**src/rtl/sbit_frame_gate.sv**
```systemverilog
// Per-VFAT S-bit gate: forwards aligned S-bits only after a stable-lock hold-off,
// blocks stuck patterns and keeps saturating hit / re-lock counters.
module sbit_frame_gate #(
  parameter int MXSBITS  = 64,
  parameter int CNT_BITS = 16
) (
  input  logic                clock,
  input  logic                reset_i,
  input  logic [MXSBITS-1:0]  sbits_i,
  input  logic                sot_is_aligned_i,
  input  logic                sot_unstable_i,
  input  logic                mask_i,
  input  logic [11:0]         holdoff_i,
  input  logic [7:0]          stuck_limit_i,
  input  logic                cnt_reset_i,
  output logic [MXSBITS-1:0]  sbits_o,
  output logic                active_o,
  output logic                stuck_o,
  output logic [CNT_BITS-1:0] hit_count_o,
  output logic [7:0]          relock_count_o
);

  typedef enum logic [1:0] {IDLE, HOLDOFF, ACTIVE, STUCK} state_t;

  state_t              state_q, state_d;
  logic [11:0]         timer_q, timer_d;
  logic [7:0]          run_q, run_d, run_nxt;
  logic [MXSBITS-1:0]  prev_q, prev_d;
  logic [MXSBITS-1:0]  sbits_q, sbits_d;
  logic                active_q, active_d;
  logic                stuck_q, stuck_d;
  logic [CNT_BITS-1:0] hit_q, hit_d;
  logic [7:0]          relock_q, relock_d;
  logic                lock_ok, stuck_det, relock_inc;

  always_comb begin
    lock_ok    = sot_is_aligned_i && !sot_unstable_i && !mask_i;
    state_d    = state_q;
    timer_d    = timer_q;
    run_d      = '0;
    relock_inc = 1'b0;
    prev_d     = sbits_i;

    if (sbits_i != '0 && sbits_i == prev_q)
      run_nxt = (run_q == 8'hFF) ? run_q : run_q + 8'd1;
    else
      run_nxt = (sbits_i != '0) ? 8'd1 : 8'd0;

    stuck_det = (state_q == ACTIVE) && (stuck_limit_i != '0) && (run_nxt == stuck_limit_i);

    case (state_q)
      IDLE: begin
        timer_d = '0;
        if (lock_ok) begin
          if (holdoff_i == '0) state_d = ACTIVE;
          else begin
            state_d = HOLDOFF;
            timer_d = 12'd1;
          end
        end
      end
      HOLDOFF: begin
        if (!lock_ok) begin
          state_d = IDLE;
          timer_d = '0;
        end else if (timer_q == holdoff_i) begin
          state_d = ACTIVE;
          timer_d = '0;
        end else begin
          timer_d = timer_q + 12'd1;
        end
      end
      ACTIVE: begin
        run_d = run_nxt;
        // Mask outranks alignment loss so a deliberate mask never counts as a re-lock.
        if (mask_i) begin
          state_d = IDLE;
          run_d   = '0;
        end else if (!sot_is_aligned_i || sot_unstable_i) begin
          state_d    = IDLE;
          run_d      = '0;
          relock_inc = 1'b1;
        end else if (stuck_det) begin
          state_d = STUCK;
          run_d   = '0;
        end
      end
      STUCK: begin
        if (mask_i) state_d = IDLE;
      end
      default: state_d = IDLE;
    endcase

    sbits_d  = (state_q == ACTIVE && lock_ok && !stuck_det) ? sbits_i : '0;
    active_d = (state_d == ACTIVE);
    stuck_d  = (state_d == STUCK);

    hit_d = hit_q;
    if (cnt_reset_i)                             hit_d = '0;
    else if (sbits_d != '0 && hit_q != '1)       hit_d = hit_q + CNT_BITS'(1);

    relock_d = relock_q;
    if (cnt_reset_i)                             relock_d = '0;
    else if (relock_inc && relock_q != 8'hFF)    relock_d = relock_q + 8'd1;
  end

  always_ff @(posedge clock) begin
    if (reset_i) begin
      state_q  <= IDLE;
      timer_q  <= '0;
      run_q    <= '0;
      prev_q   <= '0;
      sbits_q  <= '0;
      active_q <= 1'b0;
      stuck_q  <= 1'b0;
      hit_q    <= '0;
      relock_q <= '0;
    end else begin
      state_q  <= state_d;
      timer_q  <= timer_d;
      run_q    <= run_d;
      prev_q   <= prev_d;
      sbits_q  <= sbits_d;
      active_q <= active_d;
      stuck_q  <= stuck_d;
      hit_q    <= hit_d;
      relock_q <= relock_d;
    end
  end

  assign sbits_o        = sbits_q;
  assign active_o       = active_q;
  assign stuck_o        = stuck_q;
  assign hit_count_o    = hit_q;
  assign relock_count_o = relock_q;

endmodule
```
**config.mk**
```make
export PLATFORM = sky130hd
export DESIGN_NAME = sbit_frame_gate
export DESIGN_NICKNAME = d
export VERILOG_FILES = /design/src/rtl/sbit_frame_gate.sv
export SDC_FILE = /design/constraint.sdc
export NUM_CORES = 1
export LEC_CHECK = 0
export BUFFER_PORTS_ARGS = -buffer_cell sky130_fd_sc_hd__clkbuf_2
export CAP_MARGIN = 20
export CORE_MARGIN = 2
export CORE_UTILIZATION = 48
export DETAILED_ROUTE_END_ITERATION = 10
export GPL_ROUTABILITY_DRIVEN = 1
export PLACE_DENSITY = 0.76
export SYNTH_ARGS = -nofsm -noshare
export SYNTH_HDL_FRONTEND = slang
export SYNTH_SLANG_ARGS = --single-unit
```
**constraint.sdc**
```tcl
create_clock -name clock -period 3 [get_ports clock]
set_clock_uncertainty 0.1 [all_clocks]
set_input_delay 0.75 -clock clock [delete_from_list [all_inputs] [get_ports clock]]
set_output_delay 0.75 -clock clock [all_outputs]
set_load 0.005 [all_outputs]
```
==> reports/summary.json <==
{
  "outcome": {"value": "finished with violations"},
  "failed_checks": {"value": "negative setup slack"},
  "synth_top_flop_cell": {"value": "sky130_fd_sc_hd__dfxtp_1"},
  "reg2reg_depth": {"value": 12},
  "final_period_minus_worst_setup_slack": {"value": 3.276, "unit": "ns"},
  "postSynthNetCount": {"value": 815},
  "ios": {"value": 180},
  "place.detailed.instances": {"value": 1139},
  "grt_first_pass_wirelength": {"value": 31930, "unit": "µm"},
  "most_frequent_cells_in_the_layout": {"value": "sky130_fd_sc_hd__dfxtp_1 (176), sky130_fd_sc_hd__clkbuf_2 (171), sky130_fd_sc_hd__buf_4 (72), sky130_fd_sc_hd__nor2b_1 (67), sky130_fd_sc_hd__and2_4 (62)"},
  "worstSetupStartpointType": {"value": "input port"},
  "synth.ff_latch_count": {"value": 176},
  "post_synth_instance_area": {"value": 7027, "unit": "µm²"},
  "worst_hold_path.num_cells": {"value": 2},
  "critPathMaxStageDelay": {"value": 0.42, "unit": "ns"},
  "post_cts_hold_buffer_count": {"value": 0},
  "worst_slew_margin_rel": {"value": 48.25, "unit": "%"},
  "hpwl": {"value": 13740, "unit": "µm"},
  "max_fclk": {"value": 0.3052, "unit": "GHz"},
  "timing.final.max_slew_violations": {"value": 0},
  "wirelength": {"value": 22190, "unit": "µm"},
  "timing.reg2reg.setup_slack": {"value": -0.20, "unit": "ns"},
  "seq_area_frac_synth": {"value": 50.14, "unit": "%"},
  "die_h": {"value": 125.0, "unit": "µm"},
  "cts_buf_count": {"value": 17},
  "grt_max_degree": {"value": 41},
  "hold_path.class": {"value": "reg2reg"},
  "clockRootBuffer": {"value": "sky130_fd_sc_hd__clkbuf_16"},
  "die_area": {"value": 15620, "unit": "µm²"},
  "overflow": {"value": 0},
  "syn_area_per_cell": {"value": 9.746, "unit": "µm²"},
  "vias": {"value": 6478},
  "syn_inst": {"value": 721},
  "antenna-diode-count": {"value": 0},
  "post_synth_num_cell_types": {"value": 52},
  "final.setup.worst_slack": {"value": -0.2761, "unit": "ns"},
  "drt_pass1_iterations": {"value": 5},
  "critical_path.cell_chain": {"value": "clkbuf_2 -> nor4_1 -> nand4_1 -> nor4_4 -> buf_6 -> buf_12 -> buf_6 -> o31a_1 -> o22a_2 -> buf_6 -> a41oi_4 -> buf_12 -> clkbuf_16 -> and2_4"},
  "edff_count_synth": {"value": 0},
  "syn2layout_area_growth": {"value": 48.40, "unit": "%"},
  "clk_sink_count": {"value": 176},
  "finish.utilization": {"value": 72.29, "unit": "%"},
  "critical-path-slowest-cell": {"value": "sky130_fd_sc_hd__nor4_4"},
  "most_common_cell_after_layout_fill_and_taps_aside": {"value": "sky130_fd_sc_hd__dfxtp_1"},
  "clkLatencyLatePin": {"value": 0.44, "unit": "ns"},
  "via_per_inst": {"value": 5.435},
  "initial_core_util": {"value": 48.72, "unit": "%"},
  "placementRows": {"value": 44},
  "finalPower": {"value": 5.146, "unit": "mW"},
  "route.antenna.remaining_nets": {"value": 0},
  "path_max_fanout": {"value": 8},
  "r2r_start": {"value": "run_q[0]"},
  "critical_setup_path_kind": {"value": "in2reg"},
  "cts_tree": {"value": "yes"},
  "async_flop_share": {"value": 0, "unit": "%"},
  "detail_route.drc_violations": {"value": 0},
  "portBuffers": {"value": 179},
  "grt_antenna_before_repair": {"value": 0},
  "period_share": {"value": 109.2, "unit": "%"},
  "path_clk_slew": {"value": 0.07, "unit": "ns"},
  "final_layout_net_count": {"value": 1089},
  "cts.htree.levels": {"value": 4},
  "gp_congestion": {"value": 0.8692},
  "setup_repair_after_global_routing_missed_its_margin": {"value": "yes"},
  "hold_end": {"value": "hit_count_o[5]"},
  "r2r-end": {"value": "hit_count_o[11]"},
  "critPathRequiredTime": {"value": 3.24, "unit": "ns"},
  "detail_route.wl_per_cell": {"value": 18.62, "unit": "µm"},
  "cp.arrival": {"value": 3.51, "unit": "ns"},
  "design.core.area": {"value": 14420, "unit": "µm²"},
  "yosys_warnings": {"value": 0},
  "vdd_ir_drop_max": {"value": 0.5769, "unit": "mV"},
  "worst_slew_pin_slew": {"value": 0.7691, "unit": "ns"},
  "first_global_vias": {"value": 6346},
  "critical_path_s_most_frequent_cell": {"value": "sky130_fd_sc_hd__buf_6"},
  "hold_viol": {"value": 0},
  "clockBufferDepth": {"value": 2},
  "detailedRoute.firstIterationViolations": {"value": 416},
  "stdcell_count": {"value": 1192},
  "min-delay-start": {"value": "hit_count_o[5]"},
  "layout_cells_sized_above_1": {"value": 44.44, "unit": "%"},
  "cellLeakagePower": {"value": 4.406, "unit": "nW"},
  "gr-usage-all-layers": {"value": 25.63, "unit": "%"},
  "p_per_area": {"value": 493.5, "unit": "nW/µm²"},
  "horizontal_die_dimension": {"value": 125.0, "unit": "µm"},
  "crit_path_end_kind": {"value": "flop"},
  "layout.filler_cells": {"value": 977},
  "maxCapViolCount": {"value": 0},
  "finalSetupViolations": {"value": 90}
}
kinds of logic (layout without fill, tap and decap cells):
| group | Yosys count | after routing | share of synthesized area (%) |
|---|---|---|---|
| simple gates | 338 | 338 | 28.29 |
| flops | 176 | 176 | 50.14 |
| fa+ha+maj | 4 | 4 | 0.7123 |
| mux | 7 | 7 | 0.9972 |
| buf+inv | 34 | 321 | 2.119 |
| compound gates | 76 | 76 | 7.016 |
| xor+xnor | 86 | 86 | 10.72 |
sequential cells by signal, summed over array words and instances (netlist names):
name and cells:
active_o 1, hit_count_o 16, prev_q 64, relock_count_o 8
run_q 8, sbits_o 64, state_q 2, stuck_o 1
timer_q 12
power breakdown:
part	leakage (nW)	switching, mW	internal, mW	total (mW)
Combinational	2.67	0.213	0.218	0.431
Clock	0.303	0.991	1.31	2.30
Sequential	1.44	0.0285	2.38	2.41
worst max-delay path: cells and delay by family:
kind | cells | cell delay [ns]
AOI/OAI and AO/OA | 3 | 0.54
buffers and inverters | 7 | 1.03
and+or+nand+nor | 4 | 1.18
area by class of cell:
type / count / area [µm²] / share of cell area (%)
Clock inverter: 12 / 146.4 / 1.404
Tap cell: 184 / 230.2 / 2.208
Multi-Input combinational cell: 511 / 4024 / 38.59
Timing Repair Buffer: 283 / 2014 / 19.32
Clock buffer: 20 / 466.7 / 4.476
Sequential cell: 176 / 3523 / 33.79
Inverter: 6 / 22.52 / 0.2160
how the worst max path moves through the flow:
stage                 from               to  slack (ns)  cells after the start
3_3_place_gp   sbits_i[57]   hit_count_o[2]       -0.64                     12
2_1_floorplan  sbits_i[53]   hit_count_o[2]       -0.07                     11
4_1_cts        sbits_i[16]  hit_count_o[11]       -0.16                     13
5_1_grt        sbits_i[48]      sbits_o[13]       -0.33                     15
3_5_place_dp    sbits_i[8]  hit_count_o[11]       -0.70                     13
6_report       sbits_i[13]      sbits_o[13]       -0.28                     14
through the flow:
step / TNS, ns / cell area [µm²] / hold slack (ns) / setup slack (ns)
6_report: -19.40 / 10430 / 0.4058 / -0.2761
5_1_grt: -24.08 / 10430 / 0.4413 / -0.3288
4_1_cts: -10.05 / 9884 / 0.4092 / -0.1635
3_5_place_dp: -51.42 / 8767 / 0.4002 / -0.7042
3_3_place_gp: -47.36 / 8767 / 0.3807 / -0.6448
2_1_floorplan: -0.4309 / 7096 / 0.3721 / -0.07252
what timing repair did:
action | in CTS | in global routing
setup endpoints to repair | 89 | 90
resized for setup | 65 | 113
pin swaps | 46 | 67
buffers inserted | 8 | 7
cloned | 5 | 7
cell usage after synthesis, types with 8 or more instances:
| cell | n | area (µm²) |
|---|---|---|
| sky130_fd_sc_hd__dfxtp_1 | 176 | 3523 |
| sky130_fd_sc_hd__and2_1 | 68 | 425.4 |
| sky130_fd_sc_hd__xnor2_1 | 68 | 595.6 |
| sky130_fd_sc_hd__nor2b_1 | 67 | 419.2 |
| sky130_fd_sc_hd__nor2_1 | 40 | 150.1 |
| sky130_fd_sc_hd__nor4_1 | 31 | 193.9 |
| sky130_fd_sc_hd__nand4_1 | 28 | 175.2 |
| sky130_fd_sc_hd__clkbuf_1 | 23 | 86.33 |
| sky130_fd_sc_hd__a21oi_1 | 22 | 110.1 |
| sky130_fd_sc_hd__nand2_1 | 21 | 78.83 |
| sky130_fd_sc_hd__xor2_1 | 18 | 157.7 |
| sky130_fd_sc_hd__o21ai_0 | 17 | 85.08 |
| sky130_fd_sc_hd__nand3_1 | 16 | 80.08 |
| sky130_fd_sc_hd__and3_1 | 14 | 87.58 |
| sky130_fd_sc_hd__or3_1 | 14 | 87.58 |
| sky130_fd_sc_hd__or4_1 | 9 | 67.56 |
| sky130_fd_sc_hd__nor3_1 | 8 | 40.04 |
routing by layer:
| metal | GRT usage [%] | up-vias | share of wire (%) |
|---|---|---|---|
| met2 | 45.46 | 252 | 51 |
| met4 | 8.889 | 0 | 3.0 |
| met3 | 7.018 | 50 | 6.4 |
| met5 | 0 | - | 0 |
| met1 | 29.82 | 3112 | 39 |
| li1 | - | 3064 | - |
Note: power is estimated with default switching activity, not from simulation.
